<file path="config.mk">
export PLATFORM = sky130hd
export DESIGN_NAME = dtc_feature_binarizer
export DESIGN_NICKNAME = d
export VERILOG_FILES = /design/src/rtl/dtc_feature_binarizer.sv
export SDC_FILE = /design/constraint.sdc
export NUM_CORES = 1
export LEC_CHECK = 0
export ABC_AREA = 1
export CELL_PAD_IN_SITES_DETAIL_PLACEMENT = 0
export CELL_PAD_IN_SITES_GLOBAL_PLACEMENT = 1
export CORE_AREA = 2 2 63 65
export DETAILED_ROUTE_END_ITERATION = 8
export DIE_AREA = 0 0 65 67
export GPL_TIMING_DRIVEN = 1
export PLACE_DENSITY = 0.88
export SLEW_MARGIN = 15
export SYNTH_ARGS = -nofsm -noshare
export SYNTH_HDL_FRONTEND = slang
export SYNTH_SLANG_ARGS = --single-unit
</file>
<file path="constraint.sdc">
create_clock -name clk -period 1.5 [get_ports clk]
set_input_delay 0.15 -clock clk [delete_from_list [all_inputs] [get_ports clk]]
set_output_delay 0.15 -clock clk [all_outputs]
set_load 0.05 [all_outputs]
</file>
<file path="src/rtl/dtc_feature_binarizer.sv">
// dtc_feature_binarizer: thresholds 11 raw samples into a registered 11-bit feature vector.
// Define DTC_BIN_FRAME_CHECK_EN to check in_last framing and drive a sticky frame_err.
module dtc_feature_binarizer #(
  parameter int DATA_W = 8,
  parameter int N_FEAT = 11,
  parameter logic [N_FEAT*DATA_W-1:0] THRESH = {11{8'h80}}
) (
  input  logic              clk,
  input  logic              rst_n,
  input  logic              in_valid,
  output logic              in_ready,
  input  logic [DATA_W-1:0] in_data,
  input  logic              in_last,
  output logic              out_valid,
  input  logic              out_ready,
  output logic [N_FEAT-1:0] out_feat,
  output logic              frame_err
);
  localparam int IW = $clog2(N_FEAT);
  localparam logic [IW-1:0] LAST = IW'(N_FEAT - 1);
  logic [IW-1:0] idx_q, idx_d;
  logic [N_FEAT-2:0] acc_q, acc_d;
  logic [N_FEAT-1:0] out_feat_q, out_feat_d, cmp;
  logic out_valid_q, out_valid_d, frame_err_q, frame_err_d;
  logic fire, last_beat, bit_in, ferr, load;
  for (genvar g = 0; g < N_FEAT; g++) begin : g_cmp
    assign cmp[g] = in_data > THRESH[g*DATA_W +: DATA_W];
  end
  assign last_beat = idx_q == LAST;
  assign in_ready  = !last_beat || !out_valid_q || out_ready;
  assign fire      = in_valid && in_ready;
  assign bit_in    = cmp[idx_q];
`ifdef DTC_BIN_FRAME_CHECK_EN
  assign ferr = fire && (in_last != last_beat);
`else
  logic unused_in_last;
  assign unused_in_last = in_last;
  assign ferr = 1'b0;
`endif
  assign load = fire && last_beat && !ferr;
  always_comb begin
    acc_d = acc_q;
    if (fire && !last_beat) acc_d[idx_q] = bit_in;
    idx_d       = (ferr || (fire && last_beat)) ? '0 : fire ? idx_q + 1'b1 : idx_q;
    out_valid_d = load || (out_valid_q && !out_ready);
    out_feat_d  = load ? {bit_in, acc_q} : out_feat_q;
    frame_err_d = frame_err_q || ferr;
  end
  always_ff @(posedge clk or negedge rst_n) begin
    if (!rst_n) begin
      idx_q       <= '0;
      acc_q       <= '0;
      out_valid_q <= 1'b0;
      out_feat_q  <= '0;
      frame_err_q <= 1'b0;
    end else begin
      idx_q       <= idx_d;
      acc_q       <= acc_d;
      out_valid_q <= out_valid_d;
      out_feat_q  <= out_feat_d;
      frame_err_q <= frame_err_d;
    end
  end
  assign out_valid = out_valid_q;
  assign out_feat  = out_feat_q;
  assign frame_err = frame_err_q;
endmodule

</file>
# Word-level counts from Yosys, hierarchy flattened
# Index checks and enable logic that the tools add are counted.
dict set report totals {
  reg_bits 26
  out_inout_bits 14
  word_cells 28
}
dict set report classes {
  addsub 1
  n_lt_le_gt_ge 3
  n_eq_ne 1
  n_mux 7
  n_reduce_logical 12
}
# op n
set ops {}
lappend ops {{$bwmux 10} 1}
lappend ops {{$gt 8x8->1 const B} 1}
lappend ops {{$mux 4} 2}
lappend ops {{$logic_and 1x1->1} 5}
lappend ops {{$lt 4x5->1 const B} 1}
lappend ops {{$add 4x1->4 const B} 1}
lappend ops {{$bmux 1 s4} 1}
lappend ops {{$demux 1 s4} 1}
lappend ops {{$eq 4x4->1 const B} 1}
lappend ops {{$ge 4x1->1 const B} 1}
lappend ops {{$logic_not 1->1} 3}
lappend ops {{$logic_or 1x1->1} 3}
lappend ops {{$mux 1} 2}
lappend ops {{$reduce_bool 2->1} 1}

# Depth between registers and ports, before layout
dict set report logic_depth {
  ltp_word 7
  mapped_depth 9
  mapped_depth_nobuf 7
}

# Worst setup path before layout
# Ideal clock, no wire load.
dict set report synth_timing {
  path_type {reg2out}
  from {reg idx_q[0]}
  to {out in_ready}
  t_arrival_ns 1.259
  setup_slack_ns 0.091
  stages_incl_launch_ff 6
  n_path_buf 0
  path_cell_list {dfrtp_1 inv_1 ha_1 nand3_1 nor2_1 inv_1}
}
dict set report synth_via {
  elab_chain_len 4
}
# element line_no
set synth_rtl {}
lappend synth_rtl {{start, declared} 21} ;# logic [IW-1:0] idx_q, idx_d;
lappend synth_rtl {{start signal, assigned} 57} ;# idx_q <= idx_d;
lappend synth_rtl {{$eq 4x4->1} 29} ;# assign last_beat = idx_q == LAST;
lappend synth_rtl {{$logic_not 1->1} 30} ;# assign in_ready = !last_beat || !out_valid_q || out_ready;
lappend synth_rtl {{$logic_or 1x1->1 (2 in a row)} 30}
lappend synth_rtl {{end, declared} 11} ;# output logic in_ready,
# No other way between the ends.

# Final worst setup path
# Same ends and word-level chain as after synthesis.

==> flow_results.org <==
** Outcome
- Run status :: complete, no violations

** Synth
- Arithmetic-cell share of the synthesized area counting full adders, half adders and majority gates :: 3.88%
- Count of different cell masters after synthesis :: 20
- Mapped Avg Cell Area :: 7.92 µm²
- Area share of the largest cell type after synthesis :: 50.4%
- Summing the areas of all compound-gate instances in the mapped netlist gives 2.71% of the synthesized area.
- Counting every net in the synthesized netlist gives 180.
- Post-synthesis cell area :: 1290 µm²
- During synthesis, Yosys emitted a total of 0 warnings.
- Multiplexer share of the synthesized area :: 0%
- Synth Area in Simple Gates :: 33.7%
- Summing the areas of all xor and xnor instances in the mapped netlist gives 0.678% of the synthesized area.
- Part of the Yosys area used for sequential elements :: 50.4%
- Gate Count Post-Synth :: 163
- Synthesis inferred 26 register bits.
- Top cell type by total area after synthesis :: dfrtp_1
- Combinational family with the most area after synthesis :: simple AND/OR/NAND/NOR gates
- Largest cells by area after synthesis :: dfrtp_1 (50%), nand2_1 (22%), inv_1 (4.4%)

** STA
- Final max-slew violation count :: 0
- For the final database, setup skew stands at 0.00300 ns.
- For this run, the top clock speed supported by timing is 0.685 GHz.
- Final hold analysis gives a worst-case slack of 0.250 ns.
- The smallest clock period supported by the final layout is computed as 1.46 ns.
- Setup violations remaining at the end of the flow were counted as 0.
- Endpoints failing hold :: 0
- Setup repair after global routing missed its margin :: true
- Crit share post-route :: 97.3%

** Clock network
- Post-cts hold buffer count :: 0
- Total number of H-tree levels :: 1
- Clock tree from TritonCTS :: done
- The later pin in the worst-skew pair is clocked with a latency of 0.26 ns.
- In this run the deepest clock path goes through 2 buffers.
- Clock-pin slew was measured on the worst setup and hold paths at 0.09 ns.
- CTS saw 26 sinks.
- Total CTS buffers :: 3
- Clock tree synthesis selected as its root buffer the cell clkbuf_8.

** Place
- Final Wtd Congestion :: 0.782
- Sum of net half-perimeters after detailed placement :: 1.85 mm
- Area post-placement :: 1610 µm²
- Port Buffers :: 24

** Final layout
- Relative to the synthesized area, the layout overhead comes to 33.2%.
- Post-layout net count :: 217
- Share of layout cells above drive strength 1 :: 21.6%
- Antenna diode count :: 0
- Fin area :: 1720 µm²

** Global routing
- Summed over all layers, the global routing overflow is 0.
- Initial antenna violation count :: 0
- The first global-routing pass estimated 4.33 mm of wire.
- The via count of the first global-routing pass was 973.
- Entering global routing, the biggest net connects 27 pins.
- Global-route usage over all layers :: 12.9%

** Critical path
- At the worst endpoint, the required time is 1.35 ns.
- STA classifies the critical path endpoint as an output pin.
- STA puts the critical path data arrival time at 1.31 ns.
- In this run the worst path has a maximum fanout of 3.
- STA classifies the critical path startpoint as a flop.
- By startpoint and endpoint, the worst setup path is classified as flop to output pin.

** Floorplanning
- Once the floorplan was initialized, standard cells occupied 35.8% of the core.
- From bottom edge to top edge, the die measures 67 µm.
- Width of the die :: 65 µm
- Die Footprint :: 4360 µm²
- I/O Pins :: 27
- Placeable Area :: 3610 µm²
- Number of core rows :: 22

** Worst hold path
- In this run the worst hold path is classified as primary input to asynchronous set/reset pin.

** Flow run
- Across the run, the number of max-cap violations was 0.

** Routing
- Final wirelength :: 2.50 mm
- Number of DRC violations after detailed routing :: 0
- Residual antenna-violating net count after detailed routing :: 0
- DRC violation total after the first TritonRoute iteration :: 54
- Detailed-route via count :: 1,110
- Via count normalized by instance count :: 4.49
- Number of iterations in the first detailed-routing pass :: 4
- Drt wl/cell :: 10.1 µm

** Power
- Peak supply drop :: 0.000666 V
- For this design the static power due to leakage is 0.000944 µW.
- For this design the ratio of total power to cell area is 1830 nW/µm².
[final cells by class]
cell class | instances | area [µm²]
Fill cell | 367 | 1890
Sequential cell | 26 | 651
Multi-Input combinational cell | 114 | 568
Timing Repair Buffer | 37 | 318
Inverter | 18 | 68.8
Tap cell | 48 | 60.1
Clock buffer | 4 | 55.1
[metrics by stage]
| stage | setup TNS, ns | power, µW | utilization [%] | cells | setup WS, ns |
|---|---|---|---|---|---|
| 2_1_floorplan | 0 | 2190 | - | 163 | 0.0912 |
| 3_3_place_gp | -0.647 | 2610 | 44.6 | 240 | -0.0672 |
| 3_5_place_dp | -1.14 | 2640 | 44.6 | 240 | -0.120 |
| 4_1_cts | 0 | 3170 | 47.5 | 246 | 0.00295 |
| 5_1_grt | -0.0120 | 3390 | 47.7 | 247 | -0.0120 |
| 6_report | 0 | 3150 | 47.7 | 247 | 0.0409 |
[synth_stat cells]
cell / n
inv_1: 15
buf_6: 1
buf_4: 3
buf_2: 1
nand4_1: 7
clkinv_2: 1
conb_1: 1
nor3_1: 2
nor2_1: 9
dfrtp_1: 26
o21ai_0: 6
nand2_1: 74
o21ai_1: 1
xor2_1: 1
nand4_4: 1
or2_2: 2
nand3_1: 5
nor2_4: 1
inv_2: 2
ha_1: 4
[power by group]
part	switching [µW]	internal, µW
clock	208	234
sequential	167	988
combinational	995	559
[flip-flops by register name, indices dropped and copies added, names as in the netlist]
signal,count
acc_q,10
idx_q,4
out_feat,11
out_valid,1
[critical path, cell delays in order, from the launching register on]
cell and delay [ns]:
dfrtp_1 0.41, inv_2 0.09, ha_4 0.15, nand3_4 0.08, nor2_4 0.11, inv_2 0.05
buf_12 0.14
[worst paths after layout]
check | startpoint | end | slack, ns | cells after the start
max reg2reg | idx_q[0] | out_feat[3] | 0.13 | 7
min in group clk | acc_q[9] | out_feat[9] | 0.46 | 2
min | rst_n | out_feat[10] | 0.25 | 2
max in group asynchronous | rst_n | out_feat[3] | 1.00 | 2
min reg2reg | acc_q[9] | out_feat[9] | 0.46 | 2
max | idx_q[0] | in_ready | 0.04 | 6
[cells by family after synthesis]
family / Yosys count
AOI/OAI and AO/OA: 7
xor gates and xnor gates: 1
adders and majority gates: 4
buffers and inverters: 23
DFF: 26
other: 1
and+or+nand+nor: 101
[layout by cell type (no fill, tap or decap), types with 2 or more instances in the layout]
| cell type | synthesis | routed |
|---|---|---|
| or2_2 | 2 | 2 |
| o21ai_0 | 6 | 6 |
| buf_4 | 3 | 25 |
| ha_1 | 4 | 3 |
| nor3_1 | 2 | 2 |
| nor2_4 | 1 | 2 |
| clkdlybuf4s50_1 | 0 | 11 |
| inv_2 | 2 | 4 |
| nand3_1 | 5 | 4 |
| clkbuf_8 | 0 | 4 |
| nor2_1 | 9 | 7 |
| nand2_1 | 74 | 74 |
| dfrtp_1 | 26 | 26 |
| inv_1 | 15 | 13 |
| nand4_1 | 7 | 7 |
[what timing repair did]
action,CTS,global route
gates resized for setup,9,0
buffers inserted,2,1
setup endpoints to repair,12,1
pin swaps,1,2
[routing by layer]
| layer | routed length (µm) | track usage, % |
|---|---|---|
| met5 | 0 | 0 |
| met4 | 31 | 4.52 |
| met3 | 104 | 2.53 |
| met1 | 1210 | 17.6 |
| met2 | 1150 | 20.4 |
(Power assumes the default switching activity.)
